--- src/rtl/fb_write_if.sv ---
// Control-path to framebuffer port-A bundle for the write sequencer.
// The slave side is the sequencer; the master side is the control path / RAM / scan logic.
interface fb_write_if #(
    parameter int ADDR_WIDTH = 12,
    parameter int DATA_WIDTH = 8
);
    logic                  wr_frame_start;
    logic [DATA_WIDTH-1:0] wr_data;
    logic                  wr_valid;
    logic                  wr_ready;
    logic                  vblank;
    logic [ADDR_WIDTH-1:0] ram_a_address;
    logic [DATA_WIDTH-1:0] ram_a_data_in;
    logic                  ram_a_write_enable;
    logic                  ram_a_clk_enable;
    logic                  read_bank;
    logic                  write_bank;
    logic                  frame_done;
    logic                  frame_abort;

    modport master (
        output wr_frame_start, wr_data, wr_valid, vblank,
        input  wr_ready, ram_a_address, ram_a_data_in, ram_a_write_enable,
        input  ram_a_clk_enable, read_bank, write_bank, frame_done, frame_abort
    );

    modport slave (
        input  wr_frame_start, wr_data, wr_valid, vblank,
        output wr_ready, ram_a_address, ram_a_data_in, ram_a_write_enable,
        output ram_a_clk_enable, read_bank, write_bank, frame_done, frame_abort
    );
endinterface

--- src/rtl/fb_write_sequencer.sv ---
// Fills the back bank of a double-buffered framebuffer byte by byte through RAM port A
// and swaps front/back banks on the first vblank after a complete frame.
module fb_write_sequencer #(
    parameter int ADDR_WIDTH  = 12,
    parameter int DATA_WIDTH  = 8,
    parameter int FRAME_BYTES = 2048
) (
    input  logic        clk,
    input  logic        reset,
    fb_write_if.slave   bus
);
    localparam int OFF_W = ADDR_WIDTH - 1;
    localparam logic [OFF_W-1:0] LAST_OFF = OFF_W'(FRAME_BYTES - 1);

    if (FRAME_BYTES < 1 || FRAME_BYTES > 2 ** (ADDR_WIDTH - 1)) begin : g_bad_frame_bytes
        $error("fb_write_sequencer: FRAME_BYTES must lie in 1..2**(ADDR_WIDTH-1)");
    end

    typedef enum logic [1:0] {
        IDLE      = 2'd0,
        FILL      = 2'd1,
        WAIT_SWAP = 2'd2
    } state_t;

    state_t                state;
    logic [OFF_W-1:0]      offset;
    logic                  read_bank_q;
    logic                  write_bank_q;
    logic [ADDR_WIDTH-1:0] addr_q;
    logic [DATA_WIDTH-1:0] data_q;
    logic                  we_q;
    logic                  clk_en_q;
    logic                  done_q;
    logic                  abort_q;

    logic                  accept;
    logic [OFF_W-1:0]      wr_off;

    // A restart in FILL rewinds to offset 0 in the same cycle, so a byte arriving
    // alongside the restart lands at the start of the new frame.
    always_comb begin
        accept = bus.wr_valid && (state == FILL);
        wr_off = bus.wr_frame_start ? '0 : offset;
    end

    always_ff @(posedge clk) begin
        if (reset) begin
            state        <= IDLE;
            offset       <= '0;
            read_bank_q  <= 1'b0;
            write_bank_q <= 1'b1;
            addr_q       <= '0;
            data_q       <= '0;
            we_q         <= 1'b0;
            clk_en_q     <= 1'b0;
            done_q       <= 1'b0;
            abort_q      <= 1'b0;
        end else begin
            clk_en_q <= 1'b1;
            we_q     <= 1'b0;
            done_q   <= 1'b0;
            abort_q  <= 1'b0;

            case (state)
                IDLE: begin
                    if (bus.wr_frame_start) begin
                        state  <= FILL;
                        offset <= '0;
                    end
                end

                FILL: begin
                    if (bus.wr_frame_start) begin
                        abort_q <= 1'b1;
                    end
                    if (accept) begin
                        addr_q <= {write_bank_q, wr_off};
                        data_q <= bus.wr_data;
                        we_q   <= 1'b1;
                        if (wr_off == LAST_OFF) begin
                            state  <= WAIT_SWAP;
                            offset <= '0;
                        end else begin
                            offset <= wr_off + OFF_W'(1);
                        end
                    end else begin
                        offset <= wr_off;
                    end
                end

                WAIT_SWAP: begin
                    // A lone frame_start here is dropped: the finished frame must be shown first.
                    if (bus.vblank) begin
                        read_bank_q  <= write_bank_q;
                        write_bank_q <= ~write_bank_q;
                        done_q       <= 1'b1;
                        offset       <= '0;
                        state        <= bus.wr_frame_start ? FILL : IDLE;
                    end
                end

                default: begin
                    state  <= IDLE;
                    offset <= '0;
                end
            endcase
        end
    end

    assign bus.wr_ready           = (state == FILL);
    assign bus.ram_a_address      = addr_q;
    assign bus.ram_a_data_in      = data_q;
    assign bus.ram_a_write_enable = we_q;
    assign bus.ram_a_clk_enable   = clk_en_q;
    assign bus.read_bank          = read_bank_q;
    assign bus.write_bank         = write_bank_q;
    assign bus.frame_done         = done_q;
    assign bus.frame_abort        = abort_q;
endmodule

--- src/flat_wrapper.sv ---
// flat-port wrapper written by rule: the top's interface ports become plain ports
module fb_write_sequencer_flat 
#(
    parameter int ADDR_WIDTH  = 12,
    parameter int DATA_WIDTH  = 8,
    parameter int FRAME_BYTES = 2048
)
  (clk, reset, bus_wr_frame_start, bus_wr_data, bus_wr_valid, bus_vblank, bus_wr_ready, bus_ram_a_address, bus_ram_a_data_in, bus_ram_a_write_enable, bus_ram_a_clk_enable, bus_read_bank, bus_write_bank, bus_frame_done, bus_frame_abort);
  fb_write_if #(.ADDR_WIDTH(ADDR_WIDTH), .DATA_WIDTH(DATA_WIDTH)) bus_i ();
  input  logic clk;
  input  logic reset;
  input wire logic [$bits(bus_i.wr_frame_start)-1:0] bus_wr_frame_start;
  input wire logic [$bits(bus_i.wr_data)-1:0] bus_wr_data;
  input wire logic [$bits(bus_i.wr_valid)-1:0] bus_wr_valid;
  input wire logic [$bits(bus_i.vblank)-1:0] bus_vblank;
  output wire logic [$bits(bus_i.wr_ready)-1:0] bus_wr_ready;
  output wire logic [$bits(bus_i.ram_a_address)-1:0] bus_ram_a_address;
  output wire logic [$bits(bus_i.ram_a_data_in)-1:0] bus_ram_a_data_in;
  output wire logic [$bits(bus_i.ram_a_write_enable)-1:0] bus_ram_a_write_enable;
  output wire logic [$bits(bus_i.ram_a_clk_enable)-1:0] bus_ram_a_clk_enable;
  output wire logic [$bits(bus_i.read_bank)-1:0] bus_read_bank;
  output wire logic [$bits(bus_i.write_bank)-1:0] bus_write_bank;
  output wire logic [$bits(bus_i.frame_done)-1:0] bus_frame_done;
  output wire logic [$bits(bus_i.frame_abort)-1:0] bus_frame_abort;
  assign bus_i.wr_frame_start = bus_wr_frame_start;
  assign bus_i.wr_data = bus_wr_data;
  assign bus_i.wr_valid = bus_wr_valid;
  assign bus_i.vblank = bus_vblank;
  assign bus_wr_ready = bus_i.wr_ready;
  assign bus_ram_a_address = bus_i.ram_a_address;
  assign bus_ram_a_data_in = bus_i.ram_a_data_in;
  assign bus_ram_a_write_enable = bus_i.ram_a_write_enable;
  assign bus_ram_a_clk_enable = bus_i.ram_a_clk_enable;
  assign bus_read_bank = bus_i.read_bank;
  assign bus_write_bank = bus_i.write_bank;
  assign bus_frame_done = bus_i.frame_done;
  assign bus_frame_abort = bus_i.frame_abort;
  fb_write_sequencer #(.ADDR_WIDTH(ADDR_WIDTH), .DATA_WIDTH(DATA_WIDTH), .FRAME_BYTES(FRAME_BYTES)) u_core (.clk(clk), .reset(reset), .bus(bus_i));
endmodule
--- config.mk ---
export PLATFORM = sky130hd
export DESIGN_NAME = fb_write_sequencer_flat
export DESIGN_NICKNAME = d
export VERILOG_FILES = /design/src/rtl/fb_write_if.sv /design/src/rtl/fb_write_sequencer.sv /design/src/flat_wrapper.sv
export SDC_FILE = /design/constraint.sdc
export NUM_CORES = 1
export LEC_CHECK = 0
export ABC_AREA = 1
export CORE_MARGIN = 2
export CORE_UTILIZATION = 49
export CTS_CLUSTER_DIAMETER = 50
export CTS_CLUSTER_SIZE = 10
export DETAILED_ROUTE_END_ITERATION = 10
export PLACE_DENSITY_LB_ADDON = 0.3
export SLEW_MARGIN = 10
export SYNTH_ARGS = -nofsm -noshare
export SYNTH_HDL_FRONTEND = slang
export SYNTH_SLANG_ARGS = --single-unit
--- constraint.sdc ---
create_clock -name clk -period 1.9 [get_ports clk]
set_input_delay 0.475 -clock clk [delete_from_list [all_inputs] [get_ports clk]]
set_output_delay 0.475 -clock clk [all_outputs]
set_load 0.01 [all_outputs]
==> reports/metrics.yaml, run 1 <==
status:
  outcome: "completed"
worst_setup_path:
  critPathBufInv: 1
  setup.worst_path.start_class: "flip-flop"
  crit_required_ns: 1.42
  critPathKind: "flip-flop to output port"
  worst-path-stages: 1
  worstSetupEndpointType: "output port"
  slowest_delay_ns: 0.55
  r2r_slack_ns: 0.36
  reg2reg_depth: 11
  path_cells: "clkdlybuf4s50_1"
  critPathArrivalTime_ns: 1.29
  cpMaxStageDelayCell: "clkdlybuf4s50_1"
  critPathMaxFanout: 4
  path_delay_family: "buffers and inverters"
min_path:
  min_path_cells: 2
  min_path_type: "flip-flop to flip-flop"
logic_synthesis:
  synth_area_leader_cell: "dfxtp_1"
  synth_area_leaders: "dfxtp_1 (43%), nand2_1 (13%), a21oi_1 (10%)"
  synth_top_area_share_pct: 43.5
  yosys_register_bits: 39
  syn_area_um2: 1800
  yosysWarningCount: 0
  synthesis.nets: 256
  synth_cell_type_count: 29
  yosysSeqAreaShare_pct: 43.5
  syn_avg_cell_area_um2: 7.42
  syn_inst: 242
finish:
  area_delta_synth_final_pct: 34.5
  drive_gt1_share_pct: 17.6
  diodes: 0
  fill_cells: 290
  num-nets-final: 314
  final_util_pct: 70.7
floorplanning:
  die_w_um: 64.6
  io_pins: 40
  core-area_um2: 3420
  std_cell_rows: 21
  die_y_um: 64.6
  start_util_pct: 52.6
  fp.dieArea_um2: 4170
route:
  drtPass1Iterations: 4
  first_iter_violations: 122
  num_vias: 1834
  ant_nets: 0
  drc: 0
  routed.top_layer: "met4"
  wl_per_cell_um: 13.1
  wl_met2_um: 2190
  met1Wirelength_um: 2070
  vias_per_cell: 5.29
  drt-total-wl_um: 4550
  wl_met3_um: 245
power:
  p_per_area_nw_per_um2: 625
  leakage_nw: 1.01
  ir_drop_mv: 0.486
  finalPower_w: 0.00151
placed_design:
  gp_congestion: 0.878
  place_hpwl_um: 3390
  port_buffers: 39
sta:
  relSlewSlack_pct: 70.0
  hold_viol_final: 0
  rsz0062_at_grt: "no"
  min_period_ns: 1.76
  setup_violations: 0
  drv_slew: 0
  tightestPinTransition_ns: 0.450
  clock.fmax_ghz: 0.567
  clock_skew_ns: 0.0190
  timing.final.crit_share_pct: 92.9
clock_tree:
  clock_sinks: 39
  clock_path_buffers: 2
  cts_buffers: 5
  root_buffer: "clkbuf_4"
  clkLatencyLatePin_ns: 0.36
  clk_pin_slew_ns: 0.11
  cts-htree-levels: 2
  cts_setup_buffers: 0
  cts_tree: "done"
grt:
  grt_pass1_vias: 1651
  track_usage_pct: 23.8
  grt_max_degree: 24
  grt_pass1_wl_um: 7800
  antenna_found_initial: 0
  grt_overflow: 0
flow_run:
  drv_cap: 0
## Yosys cell counts
cell type,count
a21oi_1,37
a21oi_2,3
a31oi_1,1
buf_2,3
buf_6,1
clkbuf_1,4
dfxtp_1,39
ha_1,1
inv_1,16
inv_2,5
inv_4,1
nand2_1,60
nand2_2,3
nand2_4,1
nand3_1,17
nand3_2,3
nand3_4,1
nand4_1,4
nor2_1,16
nor2_2,1
nor2_4,3
nor2_8,1
nor3_1,1
nor3_4,1
o21ai_0,14
o21ai_1,1
o22ai_1,1
or2_1,1
xor2_1,2
## through the flow
stage	worst slack (ns)	instance area (um^2)	std cells	hold WS, ns	TNS, ns
after floorplan	0.129	1800	242	0.457	0
after global placement	-0.245	2350	339	0.450	-2.88
after detailed placement	-0.302	2350	339	0.456	-3.83
after CTS	0.0576	2410	347	0.471	0
after global routing	0.0783	2420	347	0.492	0
final	0.136	2420	347	0.466	0
## state kept, by name (all words and copies together) (netlist names)
signal                         count
u_core.bus.write_bank              1
u_core.state                       2
u_core.bus.frame_abort             1
u_core.bus.read_bank               1
u_core.offset                     11
u_core.bus.ram_a_write_enable      1
u_core.bus.ram_a_address          12
u_core.bus.ram_a_data_in           8
u_core.bus.frame_done              1
u_core.bus.ram_a_clk_enable        1
## power by group
group	leakage (nW)	switching, W	internal [W]
combinational	0.663	0.000122	0.000109
sequential	0.317	0.0000131	0.000846
clock	0.0282	0.000277	0.000143
## area by class of cell
class	count	area [um^2]	area share, %
Clock buffer	6	41.3	1.71
Inverter	22	85.1	3.52
Multi-Input combinational cell	173	897	37.1
Sequential cell	39	781	32.3
Timing Repair Buffer	59	542	22.4
Tap cell	46	57.6	2.38
Clock inverter	2	12.5	0.518
## final timing paths
kind / start / to
worst max-delay path: u_core.bus.write_bank$_SDFFE_PP1P_ / bus_write_bank
worst min-delay path: u_core.bus.ram_a_data_in[3]$_SDFFE_PP0P_ / u_core.bus.ram_a_data_in[3]$_SDFFE_PP0P_
worst max register to register: u_core.offset[1]$_SDFFE_PP0N_ / u_core.offset[8]$_SDFFE_PP0N_
worst min register to register: u_core.bus.ram_a_data_in[3]$_SDFFE_PP0P_ / u_core.bus.ram_a_data_in[3]$_SDFFE_PP0P_
## routing by layer
metal | vias up | track usage, %
met4 | 0 | 7.98
met3 | 6 | 4.17
li1 | 916 | -
met1 | 862 | 32.8
met2 | 50 | 37.8
met5 | - | 0
## logic make-up (layout without fill, tap and decap cells)
kind of cell	Yosys count	count (layout)	share of synthesized area, %
buf+inv	30	89	7.03
flops	39	39	43.5
fa+ha+maj	1	1	0.696
simple gates	113	113	31.2
xor+xnor	2	2	0.975
compound gates	57	57	16.6
## placed cells by master, fill, tap and decap left out, drive strengths merged, types with 2 or more instances in the layout
cell type | synthesis | final
nand2 | 64 | 64
nor2 | 21 | 21
buf | 4 | 20
clkbuf | 4 | 6
a21oi | 40 | 40
clkdlybuf4s50 | 0 | 37
nand3 | 21 | 21
dfxtp | 39 | 39
o21ai | 15 | 15
inv | 22 | 22
nand4 | 4 | 4
nor3 | 2 | 2
xor2 | 2 | 2
## what timing repair did
action / CTS / global route
hold buffers: 0 / 0
resized for setup: 2 / 3
endpoints found under the setup margin: 1 / 10
(Power assumes the default switching activity.)
==> run 2: changes to the inputs <==
--- a/config.mk
+++ b/config.mk
@@ -6,8 +6,9 @@
 export NUM_CORES = 1
 export LEC_CHECK = 0
 export ABC_AREA = 1
+export CAP_MARGIN = 20
 export CORE_MARGIN = 2
-export CORE_UTILIZATION = 49
+export CORE_UTILIZATION = 45
 export CTS_CLUSTER_DIAMETER = 50
 export CTS_CLUSTER_SIZE = 10
 export DETAILED_ROUTE_END_ITERATION = 10
==> reports/metrics.yaml, run 2 (same netlist as run 1, synthesis figures left out) <==
floorplanning:
  die_w_um: 67.2  # +4.1%
  core-area_um2: 3740  # +9.6%
  die_y_um: 67.2  # +4.1%
  start_util_pct: 48.0  # -4.6 points
  std_cell_rows: 22  # +4.8%
  fp.dieArea_um2: 4510  # +8.3%
  io_pins: 40  # unchanged
sta:
  min_period_ns: 1.75  # -0.0163 ns
  timing.final.crit_share_pct: 92.0  # -0.86 points
  fin_ws_ns: 0.152  # +0.0163 ns
  rsz0062_at_grt: "no"
  clock.fmax_ghz: 0.572  # +0.93%
  tightestPinTransition_ns: 0.412  # -0.0380 ns
  hold_viol_final: 0  # unchanged
  clock_skew_ns: 0.00714  # -0.0118 ns
  drv_slew: 0  # unchanged
  fin_tns_setup_ns: 0  # unchanged
  relSlewSlack_pct: 72.5  # +2.5 points
  setup_violations: 0  # unchanged
power:
  ir_drop_mv: 0.473  # -2.5%
  power_frac_seq_pct: 52.9  # -4.0 points
  p_per_area_nw_per_um2: 667  # +6.7%
  leakage_nw: 1.01  # +0.32%
  clkPwrFrac_pct: 33.0  # +5.2 points
  intPower_w: 0.00121  # +10%
  p_sw_share_pct: 25.3  # -2.0 points
  p_switching_w: 0.000410  # -0.45%
  finalPower_w: 0.00162  # +7.3%
  p_comb_share_pct: 14.1  # -1.2 points
worst_setup_path:
  setup.worst_path.start_class: "primary input"
  critPathKind: "primary input to flip-flop"
  critPathArrivalTime_ns: 1.97  # +0.68 ns
  critPathMaxFanout: 16  # +12
  startpoint: "bus_wr_valid"
  rr_startpoint: "u_core.offset[0]$_SDFFE_PP0N_"
  worst_r2r_endpoint: "u_core.offset[10]$_SDFFE_PP0N_"
  critPathCapture: "u_core.bus.ram_a_address[0]$_SDFFE_PP0P_"
  crit_required_ns: 2.12  # +0.70 ns
  r2r_slack_ns: 0.35  # about the same
  reg2reg_depth: 11  # unchanged
  worstSetupEndpointType: "flip-flop"
route:
  ant_nets: 0  # unchanged
  num_vias: 1747  # -4.7%
  drtPass1Iterations: 4  # unchanged
  drt-total-wl_um: 4390  # -3.7%
  first_iter_violations: 81  # -34%
  drc: 0  # unchanged
  wl_per_cell_um: 12.6  # -3.9%
  vias_per_cell: 5.02  # -5.0%
grt:
  grt_max_degree: 24  # unchanged
  grt_overflow: 0  # unchanged
  track_usage_pct: 21.3  # -2.5 points
  grt_pass1_vias: 1535  # -7.0%
  antenna_found_initial: 0  # unchanged
  grt_pass1_wl_um: 7140  # -8.4%
finish:
  diodes: 0  # unchanged
  mostFrequentLayoutCells: "nand2_1 (59), dfxtp_1 (39), a21oi_1 (37), clkdlybuf4s50_1 (37), buf_4 (19)"
  largest_register_ffs: 12  # unchanged
  area_delta_synth_final_pct: 35.2
  num-nets-final: 313  # -0.32%
  final_common_cell: "nand2_1"
  fill_cells: 340  # +17%
  drive_gt1_share_pct: 16.3  # -1.3 points
placed_design:
  place_hpwl_um: 3190  # -6.0%
  port_buffers: 39  # unchanged
  place_ws_ns: -0.341  # -0.0386 ns
  gp_congestion: 0.923  # +5.1%
clock_tree:
  cts_tree: "done"
  root_buffer: "clkbuf_8"
  cts-htree-levels: 2  # unchanged
  cts_hold_buf: 0  # unchanged
  clk_pin_slew_ns: 0.07  # -0.04 ns
  clkLatencyLatePin_ns: 0.29  # -0.07 ns
  clock_path_buffers: 2  # unchanged
  cts_buffers: 5  # unchanged
  clock_sinks: 39  # unchanged
flow_run:
  drv_cap: 0  # unchanged
min_path:
  min_path_type: "flip-flop to flip-flop"
  hold_start: "u_core.bus.ram_a_data_in[7]$_SDFFE_PP0P_"
status:
  outcome: "completed"
==> run 2: worst min path at each step <==
stage | end | slack (ns) | cells after the start
final | u_core.bus.ram_a_data_in[7]$_SDFFE_PP0P_ | 0.47 | 2
after global routing | u_core.bus.ram_a_data_in[0]$_SDFFE_PP0P_ | 0.49 | 2
after CTS | u_core.bus.ram_a_data_in[1]$_SDFFE_PP0P_ | 0.47 | 2
after detailed placement | u_core.bus.ram_a_data_in[1]$_SDFFE_PP0P_ | 0.46 | 2
after global placement | u_core.bus.ram_a_data_in[7]$_SDFFE_PP0P_ | 0.45 | 2
after floorplan | u_core.offset[1]$_SDFFE_PP0N_ | 0.46 | 2
==> run 2: area by class of cell <==
type / instances / area, um^2 / share of cell area, %
tap: 48 / 60.1 / 2.47
clock inverter: 1 / 5.00 / 0.206
multi-input combinational: 173 / 892 / 36.7
sequential: 39 / 781 / 32.1
clock buffer: 7 / 76.3 / 3.14
inverter: 22 / 85.1 / 3.50
timing repair buffer: 58 / 531 / 21.8
==> run 2: metal layers <==
| layer | vias to the layer above | share of wire, % | GRT usage, % |
|---|---|---|---|
| met5 | - | 0 | 0 |
| met4 | 0 | 0.98 | 5.36 |
| met3 | 4 | 8.1 | 6.33 |
| met2 | 63 | 46 | 34.4 |
| met1 | 768 | 45 | 27.9 |
| li1 | 912 | - | - |
==> run 2: critical path, stage by stage <==
cell             delay, ns
clkdlybuf4s50_1       0.64
nand3_4               0.17
inv_2                 0.21
buf_4                 0.23
o21ai_0               0.09
a21oi_1               0.14
==> run 2: power groups by stage <==
stage          Sequential (W)  Clock (W)  Combinational [W]
3_5_place_dp         0.000877          0           0.000228
5_1_grt              0.000861   0.000581           0.000247
4_1_cts              0.000858   0.000543           0.000229
3_3_place_gp         0.000877          0           0.000228
2_1_floorplan        0.000891          0          0.0000897
6_report             0.000858   0.000535           0.000228
==> run 2: what timing repair did <==
| action | 4_1_cts | 5_1_grt |
|---|---|---|
| setup buffers | 0 | 0 |
| gates resized for setup | 3 | 0 |
| endpoints found under the setup margin | 5 | 0 |
==> run 2: stage by stage <==
| stage | cells | util [%] | cell area, um^2 | hold WS (ns) |
|---|---|---|---|---|
| 2_1_floorplan | 242 | - | 1800 | 0.457 |
| 3_3_place_gp | 340 | 62.7 | 2350 | 0.451 |
| 3_5_place_dp | 340 | 62.7 | 2350 | 0.457 |
| 4_1_cts | 348 | 64.9 | 2430 | 0.468 |
| 5_1_grt | 348 | 64.9 | 2430 | 0.488 |
| 6_report | 348 | 64.9 | 2430 | 0.466 |
==> run 3: changes to the inputs <==
==> constraint.sdc (replaced) <==
create_clock -name clk -period 1.9 [get_ports clk]
set_input_delay 0.57 -clock clk [delete_from_list [all_inputs] [get_ports clk]]
set_output_delay 0.57 -clock clk [all_outputs]
set_load 0.01 [all_outputs]
==> reports/metrics.yaml, run 3 (same netlist as run 1, synthesis figures left out) <==
min_path:
  min_path_type: "flip-flop to flip-flop"
  min_path_cells: 2  # unchanged
sta:
  min_period_ns: 1.82  # +0.0694 ns
  tightestPinTransition_ns: 0.430  # +0.0183 ns
  clock.fmax_ghz: 0.550  # -3.8%
  rsz0062_at_grt: "yes"
  clock_skew_ns: 0.00513  # -0.00201 ns
  setup_violations: 0  # unchanged
  relSlewSlack_pct: 71.3  # -1.2 points
  timing.final.crit_share_pct: 95.6  # +3.7 points
  hold_viol_final: 0  # unchanged
  drv_slew: 0  # unchanged
placed_design:
  place_hpwl_um: 3200  # +0.42%
  port_buffers: 39  # unchanged
  gp_congestion: 0.900  # -2.4%
  dpl_cell_area_um2: 2360  # +0.64%
route:
  ant_nets: 0  # unchanged
  first_iter_violations: 96  # +19%
  wl_per_cell_um: 12.8  # +1.8%
  num_vias: 1794  # +2.7%
  drc: 0  # unchanged
  drt-total-wl_um: 4500  # +2.7%
  drtPass1Iterations: 5  # +1
  vias_per_cell: 5.11  # +1.8%
worst_setup_path:
  crit_required_ns: 2.13  # about the same
  critPathArrivalTime_ns: 2.05  # +0.08 ns
  critPathKind: "primary input to flip-flop"
  reg2reg_depth: 11  # unchanged
  worstSetupEndpointType: "flip-flop"
  critPathMaxFanout: 7  # -9
  setup.worst_path.start_class: "primary input"
floorplanning:
  io_pins: 40  # unchanged
  std_cell_rows: 22  # unchanged
  die_w_um: 67.2  # unchanged
  die_y_um: 67.2  # unchanged
  fp.dieArea_um2: 4510  # unchanged
  start_util_pct: 48.0  # unchanged
  core-area_um2: 3740  # unchanged
grt:
  grt_overflow: 0  # unchanged
  antenna_found_initial: 0  # unchanged
  track_usage_pct: 22.2  # +0.86 points
  grt_max_degree: 24  # unchanged
  grt_pass1_vias: 1652  # +7.6%
  grt_pass1_wl_um: 7490  # +4.8%
finish:
  drive_gt1_share_pct: 18.5  # +2.1 points
  area_delta_synth_final_pct: 38.4
  num-nets-final: 316  # +0.96%
  diodes: 0  # unchanged
  largest_register_ffs: 12  # unchanged
  design_area_um2: 2490  # +2.3%
  mostFrequentLayoutCells: "nand2_1 (59), dfxtp_1 (39), a21oi_1 (37), clkdlybuf4s50_1 (37), buf_4 (22)"
  final_common_cell: "nand2_1"
status:
  outcome: "completed"
clock_tree:
  clock_path_buffers: 2  # unchanged
  clkLatencyLatePin_ns: 0.29  # about the same
  cts_buffers: 5  # unchanged
  cts-htree-levels: 2  # unchanged
  cts_tree: "done"
  root_buffer: "clkbuf_8"
  clk_pin_slew_ns: 0.08  # about the same
  clock_sinks: 39  # unchanged
power:
  leakage_nw: 1.04  # +2.6%
  p_per_area_nw_per_um2: 713  # +6.9%
  finalPower_w: 0.00177  # +9.4%
  ir_drop_mv: 0.678  # +43%
flow_run:
  drv_cap: 0  # unchanged
## run 3: timing repair
item,CTS,global route
cloned,0,0
resized for setup,4,1
pin swaps,0,1
endpoints found under the setup margin,12,5
buffers inserted,0,1
hold buffers,0,0
## run 3: through the flow
stage                     worst slack [ns]  util (%)  std cells  hold slack [ns]  TNS, ns
after floorplan                     0.0341         -        242            0.457        0
after global placement              -0.389      63.1        342            0.451    -5.58
after detailed placement            -0.443      63.1        342            0.456    -6.29
after CTS                           0.0802      66.2        350            0.468        0
after global routing               -0.0199      66.4        351            0.481  -0.0199
final                               0.0827      66.4        351            0.466        0
## run 3: cell type report
class / instances / area (um^2)
fill: 332 / 1260
multi-input combinational: 173 / 895
sequential: 39 / 781
timing repair buffer: 61 / 553
inverter: 22 / 85.1
clock buffer: 5 / 68.8
tap: 48 / 60.1
clock inverter: 3 / 43.8
## run 3: layer usage
| layer | global-route usage, % | wire (um) | up-vias |
|---|---|---|---|
| li1 | - | - | 918 |
| met3 | 5.33 | 261 | 7 |
| met1 | 28.6 | 2060 | 817 |
| met5 | 0 | 0 | - |
| met4 | 9.18 | 50 | 0 |
| met2 | 35.5 | 2130 | 52 |
## run 3: worst paths after layout
kind / from / endpoint / slack (ns)
hold / removal: u_core.bus.ram_a_data_in[2]$_SDFFE_PP0P_ / u_core.bus.ram_a_data_in[2]$_SDFFE_PP0P_ / 0.47
setup reg to reg: u_core.offset[0]$_SDFFE_PP0N_ / u_core.offset[10]$_SDFFE_PP0N_ / 0.37
setup / recovery: bus_wr_valid / u_core.offset[9]$_SDFFE_PP0N_ / 0.08
hold reg to reg: u_core.bus.ram_a_data_in[2]$_SDFFE_PP0P_ / u_core.bus.ram_a_data_in[2]$_SDFFE_PP0P_ / 0.47
## run 3: where the power goes
part | internal [W] | switching, W
Combinational | 0.000111 | 0.000121
Sequential | 0.000845 | 0.0000126
Clock | 0.000391 | 0.000293
Total | 0.00135 | 0.000427
## run 3: worst max-delay path, stage by stage
cell and delay, ns:
clkdlybuf4s50_1 0.64, nand3_4 0.16, nor3_4 0.17, buf_4 0.18, nand3_2 0.06, nand2_1 0.06
nand3_1 0.09, a21oi_2 0.12
